==> config.mk <==
export PLATFORM = sky130hd
export DESIGN_NAME = pipe_divider_flat
export DESIGN_NICKNAME = d
export VERILOG_FILES = /design/src/rtl/pipe_divider_if.sv /design/src/rtl/pipe_divider.sv /design/src/flat_wrapper.sv
export SDC_FILE = /design/constraint.sdc
export NUM_CORES = 2
export LEC_CHECK = 0
export BUFFER_PORTS_ARGS = -buffer_cell sky130_fd_sc_hd__buf_2
export CAP_MARGIN = 25
export CORE_MARGIN = 3
export CORE_UTILIZATION = 45
export CTS_BUF_LIST = sky130_fd_sc_hd__clkbuf_4 sky130_fd_sc_hd__clkbuf_8
export CTS_CLUSTER_DIAMETER = 40
export DETAILED_ROUTE_END_ITERATION = 12
export MAX_ROUTING_LAYER = met4
export PLACE_DENSITY = 0.65
export SLEW_MARGIN = 20
export SYNTH_ARGS = -nofsm -noshare
export SYNTH_HDL_FRONTEND = slang
export SYNTH_SLANG_ARGS = --single-unit
==> constraint.sdc <==
create_clock -name clk -period 53.6 [get_ports clk]
set_clock_uncertainty 0.2 [all_clocks]
set_input_delay 0 -clock clk [delete_from_list [all_inputs] [get_ports clk]]
set_output_delay 0 -clock clk [all_outputs]
set_load 0.005 [all_outputs]
==> src/rtl/pipe_divider_if.sv <==
// Request/response bundle of pipe_divider. The slave modport is the divider side,
// the master modport is the producer/consumer side.
interface pipe_divider_if #(
  parameter int DATA_LEN = 32,
  parameter int TAG_LEN  = 8
);
  // Handshake: a transfer happens on a rising clk edge where valid && ready.
  // in_ready depends only on the output side, never on in_valid. A pending
  // out_* beat keeps all of its fields stable until out_ready is seen.
  logic                in_valid;
  logic                in_ready;
  logic [DATA_LEN-1:0] in_a;
  logic [DATA_LEN-1:0] in_b;
  logic [TAG_LEN-1:0]  in_tag;
  logic                out_valid;
  logic                out_ready;
  logic [DATA_LEN-1:0] out_quot;
  logic [DATA_LEN-1:0] out_rem;
  logic [TAG_LEN-1:0]  out_tag;
  logic                out_div0;
  logic                busy;

  modport slave (
    input  in_valid, in_a, in_b, in_tag, out_ready,
    output in_ready, out_valid, out_quot, out_rem, out_tag, out_div0, busy
  );

  modport master (
    output in_valid, in_a, in_b, in_tag, out_ready,
    input  in_ready, out_valid, out_quot, out_rem, out_tag, out_div0, busy
  );
endinterface

==> src/rtl/pipe_divider.sv <==
// Fully pipelined restoring divider, DATA_LEN/PIPELINE_STAGE quotient bits per stage.
// Define PIPE_DIV_SIGNED_EN for two's-complement operands (magnitude divide + sign fix-up).
module pipe_divider #(
  parameter int DATA_LEN       = 32,
  parameter int PIPELINE_STAGE = 8,
  parameter int TAG_LEN        = 8
) (
  input  logic           clk,
  input  logic           reset,
  pipe_divider_if.slave  io
);
  localparam int P   = PIPELINE_STAGE;
  localparam int BPS = DATA_LEN / PIPELINE_STAGE;

  logic [P-1:0]        vld_q;
  logic [P-1:0]        div0_q;
  logic [DATA_LEN-1:0] rem_q  [P];
  logic [DATA_LEN-1:0] quot_q [P];
  logic [DATA_LEN-1:0] dvs_q  [P];
  logic [TAG_LEN-1:0]  tag_q  [P];
  logic [DATA_LEN-1:0] rem_d  [P];
  logic [DATA_LEN-1:0] quot_d [P];

  logic                out_valid_q;
  logic [DATA_LEN-1:0] out_quot_q;
  logic [DATA_LEN-1:0] out_rem_q;
  logic [TAG_LEN-1:0]  out_tag_q;
  logic                out_div0_q;

  logic                adv;
  logic                b_zero;
  logic [DATA_LEN-1:0] a_mag;
  logic [DATA_LEN-1:0] b_mag;
  logic [DATA_LEN-1:0] quot_fin;
  logic [DATA_LEN-1:0] rem_fin;

  // The whole pipeline, bubbles included, moves as one; a stalled output freezes everything.
  assign adv         = !out_valid_q || io.out_ready;
  assign io.in_ready = adv;
  assign io.busy     = (|vld_q) || out_valid_q;
  assign b_zero      = (io.in_b == '0);

  // BPS restoring steps; quot starts as the dividend and is shifted out MSB first.
  function automatic logic [2*DATA_LEN-1:0] div_steps(
    input logic [DATA_LEN-1:0] rem,
    input logic [DATA_LEN-1:0] quot,
    input logic [DATA_LEN-1:0] dvs
  );
    logic [DATA_LEN:0]   sh;
    logic [DATA_LEN-1:0] r;
    logic [DATA_LEN-1:0] q;
    r = rem;
    q = quot;
    for (int i = 0; i < BPS; i++) begin
      sh = {r, q[DATA_LEN-1]};
      q  = {q[DATA_LEN-2:0], 1'b0};
      if (sh >= {1'b0, dvs}) begin
        sh   = sh - {1'b0, dvs};
        q[0] = 1'b1;
      end
      r = sh[DATA_LEN-1:0];
    end
    return {r, q};
  endfunction

`ifdef PIPE_DIV_SIGNED_EN
  logic [P-1:0] negq_q;
  logic [P-1:0] negr_q;
  logic         a_neg;
  logic         b_neg;

  assign a_neg = io.in_a[DATA_LEN-1];
  assign b_neg = io.in_b[DATA_LEN-1];
  assign a_mag = a_neg ? -io.in_a : io.in_a;
  assign b_mag = b_neg ? -io.in_b : io.in_b;

  // Truncating division: quotient negative when signs differ, remainder follows the dividend.
  assign quot_fin = div0_q[P-1] ? '1 : (negq_q[P-1] ? -quot_q[P-1] : quot_q[P-1]);
  assign rem_fin  = negr_q[P-1] ? -rem_q[P-1] : rem_q[P-1];

  always_ff @(posedge clk) begin
    if (adv) begin
      negq_q[0] <= a_neg ^ b_neg;
      negr_q[0] <= a_neg;
      for (int s = 1; s < P; s++) begin
        negq_q[s] <= negq_q[s-1];
        negr_q[s] <= negr_q[s-1];
      end
    end
  end
`else
  assign a_mag = io.in_a;
  assign b_mag = io.in_b;
  // With a zero divisor every step subtracts nothing, so the remainder already equals a.
  assign quot_fin = div0_q[P-1] ? '1 : quot_q[P-1];
  assign rem_fin  = rem_q[P-1];
`endif

  always_comb begin
    {rem_d[0], quot_d[0]} = div_steps('0, a_mag, b_mag);
    for (int s = 1; s < P; s++) begin
      {rem_d[s], quot_d[s]} = div_steps(rem_q[s-1], quot_q[s-1], dvs_q[s-1]);
    end
  end

  always_ff @(posedge clk) begin
    if (reset) begin
      vld_q       <= '0;
      out_valid_q <= 1'b0;
      out_quot_q  <= '0;
      out_rem_q   <= '0;
      out_tag_q   <= '0;
      out_div0_q  <= 1'b0;
    end else if (adv) begin
      vld_q[0] <= io.in_valid;
      for (int s = 1; s < P; s++) begin
        vld_q[s] <= vld_q[s-1];
      end
      out_valid_q <= vld_q[P-1];
      out_quot_q  <= quot_fin;
      out_rem_q   <= rem_fin;
      out_tag_q   <= tag_q[P-1];
      out_div0_q  <= div0_q[P-1];
    end
  end

  // Payload needs no reset: it is only observed through the valid bits.
  always_ff @(posedge clk) begin
    if (adv) begin
      dvs_q[0]  <= b_mag;
      tag_q[0]  <= io.in_tag;
      div0_q[0] <= b_zero;
      for (int s = 0; s < P; s++) begin
        rem_q[s]  <= rem_d[s];
        quot_q[s] <= quot_d[s];
      end
      for (int s = 1; s < P; s++) begin
        dvs_q[s]  <= dvs_q[s-1];
        tag_q[s]  <= tag_q[s-1];
        div0_q[s] <= div0_q[s-1];
      end
    end
  end

  assign io.out_valid = out_valid_q;
  assign io.out_quot  = out_quot_q;
  assign io.out_rem   = out_rem_q;
  assign io.out_tag   = out_tag_q;
  assign io.out_div0  = out_div0_q;
endmodule
==> src/flat_wrapper.sv <==
// flat-port wrapper written by rule: the top's interface ports become plain ports
module pipe_divider_flat 
#(
  parameter int DATA_LEN       = 32,
  parameter int PIPELINE_STAGE = 8,
  parameter int TAG_LEN        = 8
)
  (clk, reset, io_in_valid, io_in_a, io_in_b, io_in_tag, io_out_ready, io_in_ready, io_out_valid, io_out_quot, io_out_rem, io_out_tag, io_out_div0, io_busy);
  pipe_divider_if #(.DATA_LEN(DATA_LEN), .TAG_LEN(TAG_LEN)) io_i ();
  input  logic clk;
  input  logic reset;
  input wire logic [$bits(io_i.in_valid)-1:0] io_in_valid;
  input wire logic [$bits(io_i.in_a)-1:0] io_in_a;
  input wire logic [$bits(io_i.in_b)-1:0] io_in_b;
  input wire logic [$bits(io_i.in_tag)-1:0] io_in_tag;
  input wire logic [$bits(io_i.out_ready)-1:0] io_out_ready;
  output wire logic [$bits(io_i.in_ready)-1:0] io_in_ready;
  output wire logic [$bits(io_i.out_valid)-1:0] io_out_valid;
  output wire logic [$bits(io_i.out_quot)-1:0] io_out_quot;
  output wire logic [$bits(io_i.out_rem)-1:0] io_out_rem;
  output wire logic [$bits(io_i.out_tag)-1:0] io_out_tag;
  output wire logic [$bits(io_i.out_div0)-1:0] io_out_div0;
  output wire logic [$bits(io_i.busy)-1:0] io_busy;
  assign io_i.in_valid = io_in_valid;
  assign io_i.in_a = io_in_a;
  assign io_i.in_b = io_in_b;
  assign io_i.in_tag = io_in_tag;
  assign io_i.out_ready = io_out_ready;
  assign io_in_ready = io_i.in_ready;
  assign io_out_valid = io_i.out_valid;
  assign io_out_quot = io_i.out_quot;
  assign io_out_rem = io_i.out_rem;
  assign io_out_tag = io_i.out_tag;
  assign io_out_div0 = io_i.out_div0;
  assign io_busy = io_i.busy;
  pipe_divider #(.DATA_LEN(DATA_LEN), .PIPELINE_STAGE(PIPELINE_STAGE), .TAG_LEN(TAG_LEN)) u_core (.clk(clk), .reset(reset), .io(io_i));
endmodule
==> results.toml <==
[critical_path]
cpPeakStageDelay_ps = 620
worstPathRequired_ps = 54090
path_delay_family = "compound AO/OA/AOI/OAI gates"
critPathMaxFanout = 38
cp_num_buf_inv = 12
cp_slowest_cell = "edfxtp_1"
critPathLaunchType = "flop"
worstSetupPathType = "flop to flop"
critPathArrivalTime_ps = 17220
end_kind = "flop"
crit_top_cell = "a21oi_1"

[floorplan]
start_util_pct = 45.4
die_x_um = 445
core_um2 = 191000
die_area_um2 = 198000
core.rowCount = 160
chipHeight_um = 445
io_pins = 152

[finish]
fillers = 17900
fin_util_pct = 50.4
syn_to_final_growth_pct = 10.9
final_cell_mix = "ha_1 (994), a21oi_1 (937), edfxtp_1 (808)"
area.sequential_um2 = 25900
multi_input_area_um2 = 57700
final_common_cell = "ha_1"
drive_above_1_share_pct = 11.4
nNetsFinal = 11000

[routing]
drt-vias-per-instance = 5.99
vias = 75400
wl_um = 274000
wl_per_cell_um = 21.7
drt_pass1_iterations = 6
remaining_drc_errors = 0
ant_nets = 0
drtIter0Drc = 6862

[global_route]
antenna_found_initial = 20
grt_overflow_total = 0
grt_pass1_wl_um = 416000
first_global_vias = 71300
grt_max_degree = 163
grt_use_total_pct = 27.5

[cts]
htree_levels = 4
path_clk_slew_ps = 60
root_buffer = "clkbuf_8"
cts_tree = "done"
cts.path.max_buffers = 3
clk_latency_ps = 960
clock_sinks = 890
cts_made_buffers = 183

[worst_hold_path]
min_path_type = "input port to flop"

[timing]
rsz0062_at_grt = "no"
slew_headroom_pct = 16.5
timing.fmax_mhz = 59.8
setup_viol = 0
hold_violations = 0
final.setup.tns_ps = 0
finalCritPeriodShare_pct = 31.2
finalMaxSlewViolations = 0
tightest_slew_ps = 1250
period_needed_ps = 16720

[status]
outcome = "finished, final reports clean"

[yosys]
synth_fp_nets = 10700
ys_async_sr_fraction_pct = 0
synth-seq-area-share_pct = 29.9
synth_area_um2 = 86600
ys_ff_latch = 890
syn_inst = 9570
synth_edf_count = 808
avgSynthCellArea_um2 = 9.04
yosysWarningCount = 0
ys_types = 107
synthFlopType = "edfxtp_1"

[placement]
hpwlAfterDp_um = 216000
gp_congestion = 0.979
io_buffers = 151

[flow_run]
maxCapViolCount = 0
==> repair_timing <==
| item | in CTS | in global routing |
|---|---|---|
| gates resized for setup | 0 | 0 |
| hold endpoints to repair | 185 | 0 |
| buffers inserted | 0 | 0 |
| hold buffers | 172 | 0 |
==> synth_stat cells, types with 28 or more instances <==
library cell | number | area [µm²]
mux2_2 | 475 | 5350
edfxtp_1 | 808 | 24300
a21oi_1 | 940 | 4700
o31a_1 | 38 | 333
nor4_1 | 69 | 432
nand4_1 | 144 | 901
a21boi_0 | 45 | 338
and2_1 | 57 | 357
a211oi_1 | 79 | 593
o211ai_1 | 51 | 383
xor2_1 | 273 | 2390
o21bai_1 | 124 | 931
and3_1 | 82 | 513
buf_2 | 41 | 205
mux2i_1 | 59 | 591
nor2b_1 | 119 | 744
fa_1 | 31 | 621
a211o_1 | 32 | 280
o31ai_1 | 66 | 495
xnor2_1 | 537 | 4700
a21o_1 | 453 | 3400
nand2_1 | 717 | 2690
nor2_1 | 686 | 2570
nand2b_1 | 124 | 776
clkbuf_1 | 161 | 604
or2_2 | 35 | 219
nor3_1 | 197 | 986
inv_1 | 547 | 2050
o21a_1 | 158 | 1190
ha_1 | 994 | 12400
nand3_1 | 155 | 776
or3_1 | 42 | 263
a31oi_1 | 76 | 475
o21ai_0 | 590 | 2950
a31o_2 | 28 | 245
dfxtp_1 | 82 | 1640
==> logic make-up after synthesis <==
| logic type | count (synthesis) | synth area share [%] |
|---|---|---|
| buf+inv | 786 | 3.54 |
| mux | 561 | 7.33 |
| simple gates | 2517 | 13.9 |
| xor+xnor | 810 | 8.20 |
| fa+ha+maj | 1025 | 15.1 |
| compound gates | 2981 | 22.0 |
| flops | 890 | 29.9 |
==> through the flow <==
| stage | cell area (µm²) | hold WS, ps | worst slack [ps] | instances |
|---|---|---|---|---|
| 2_1_floorplan | 86600 | -101 | 29390 | 9570 |
| 3_3_place_gp | 90000 | -23.7 | 37180 | 12100 |
| 3_5_place_dp | 90100 | -21.9 | 37260 | 12100 |
| 4_1_cts | 95900 | 0.114 | 37220 | 12600 |
| 5_1_grt | 96000 | 61.2 | 35760 | 12600 |
| 6_report | 96000 | 103 | 36880 | 12600 |
==> path summary, 6_finish.rpt <==
check	cells past startpoint	start	end	slack (ps)
worst max-delay path	58	u_core.dvs_q[0][33]	u_core.rem_q[2][27]	36880
worst min-delay path	3	io_in_a[12]	u_core.quot_q[0][16]	100
worst max register to register	58	u_core.dvs_q[0][33]	u_core.rem_q[2][27]	36880
worst min register to register	0	u_core.quot_q[0][1]	u_core.quot_q[0][37]	200
==> registers in the layout, summed over array words and instances (netlist names), 32 cells and up <==
| name | flops |
|---|---|
| u_core.io.out_rem | 32 |
| u_core.quot_q | 256 |
| u_core.tag_q | 64 |
| u_core.rem_q | 256 |
| u_core.io.out_quot | 32 |
| u_core.dvs_q | 224 |
==> layout make-up <==
| type | instances | area share (%) |
|---|---|---|
| Multi-Input combinational cell | 7894 | 60.1 |
| Sequential cell | 890 | 27.0 |
| Tap cell | 2511 | 3.27 |
| Timing Repair Buffer | 387 | 3.21 |
| Clock buffer | 219 | 2.91 |
| Inverter | 558 | 2.19 |
| Clock inverter | 123 | 1.29 |
| Antenna cell | 15 | 0.0391 |
==> worst register-to-register path: cells and delay by family (launching register included) <==
kind                     cells  cell delay, ps
flip-flops                   1             620
buffers and inverters       12            2880
AND/OR/NAND/NOR             14            2740
adder cells (fa/ha/maj)      4            1350
AO/OA/AOI/OAI               26            7940
multiplexers                 2             760
==> per-layer routing <==
layer  part of all wire, %  vias up  global-route usage [%]
li1                      -    36500                       -
met1                    46    36000                    37.5
met2                    44     2462                    41.9
met3                   6.3      441                    3.85
met4                   3.6        0                    9.66
met5                     0        -                       -
Power is not shown: default switching activity piles up to over one toggle a cycle in this logic, so the estimate is an artifact.
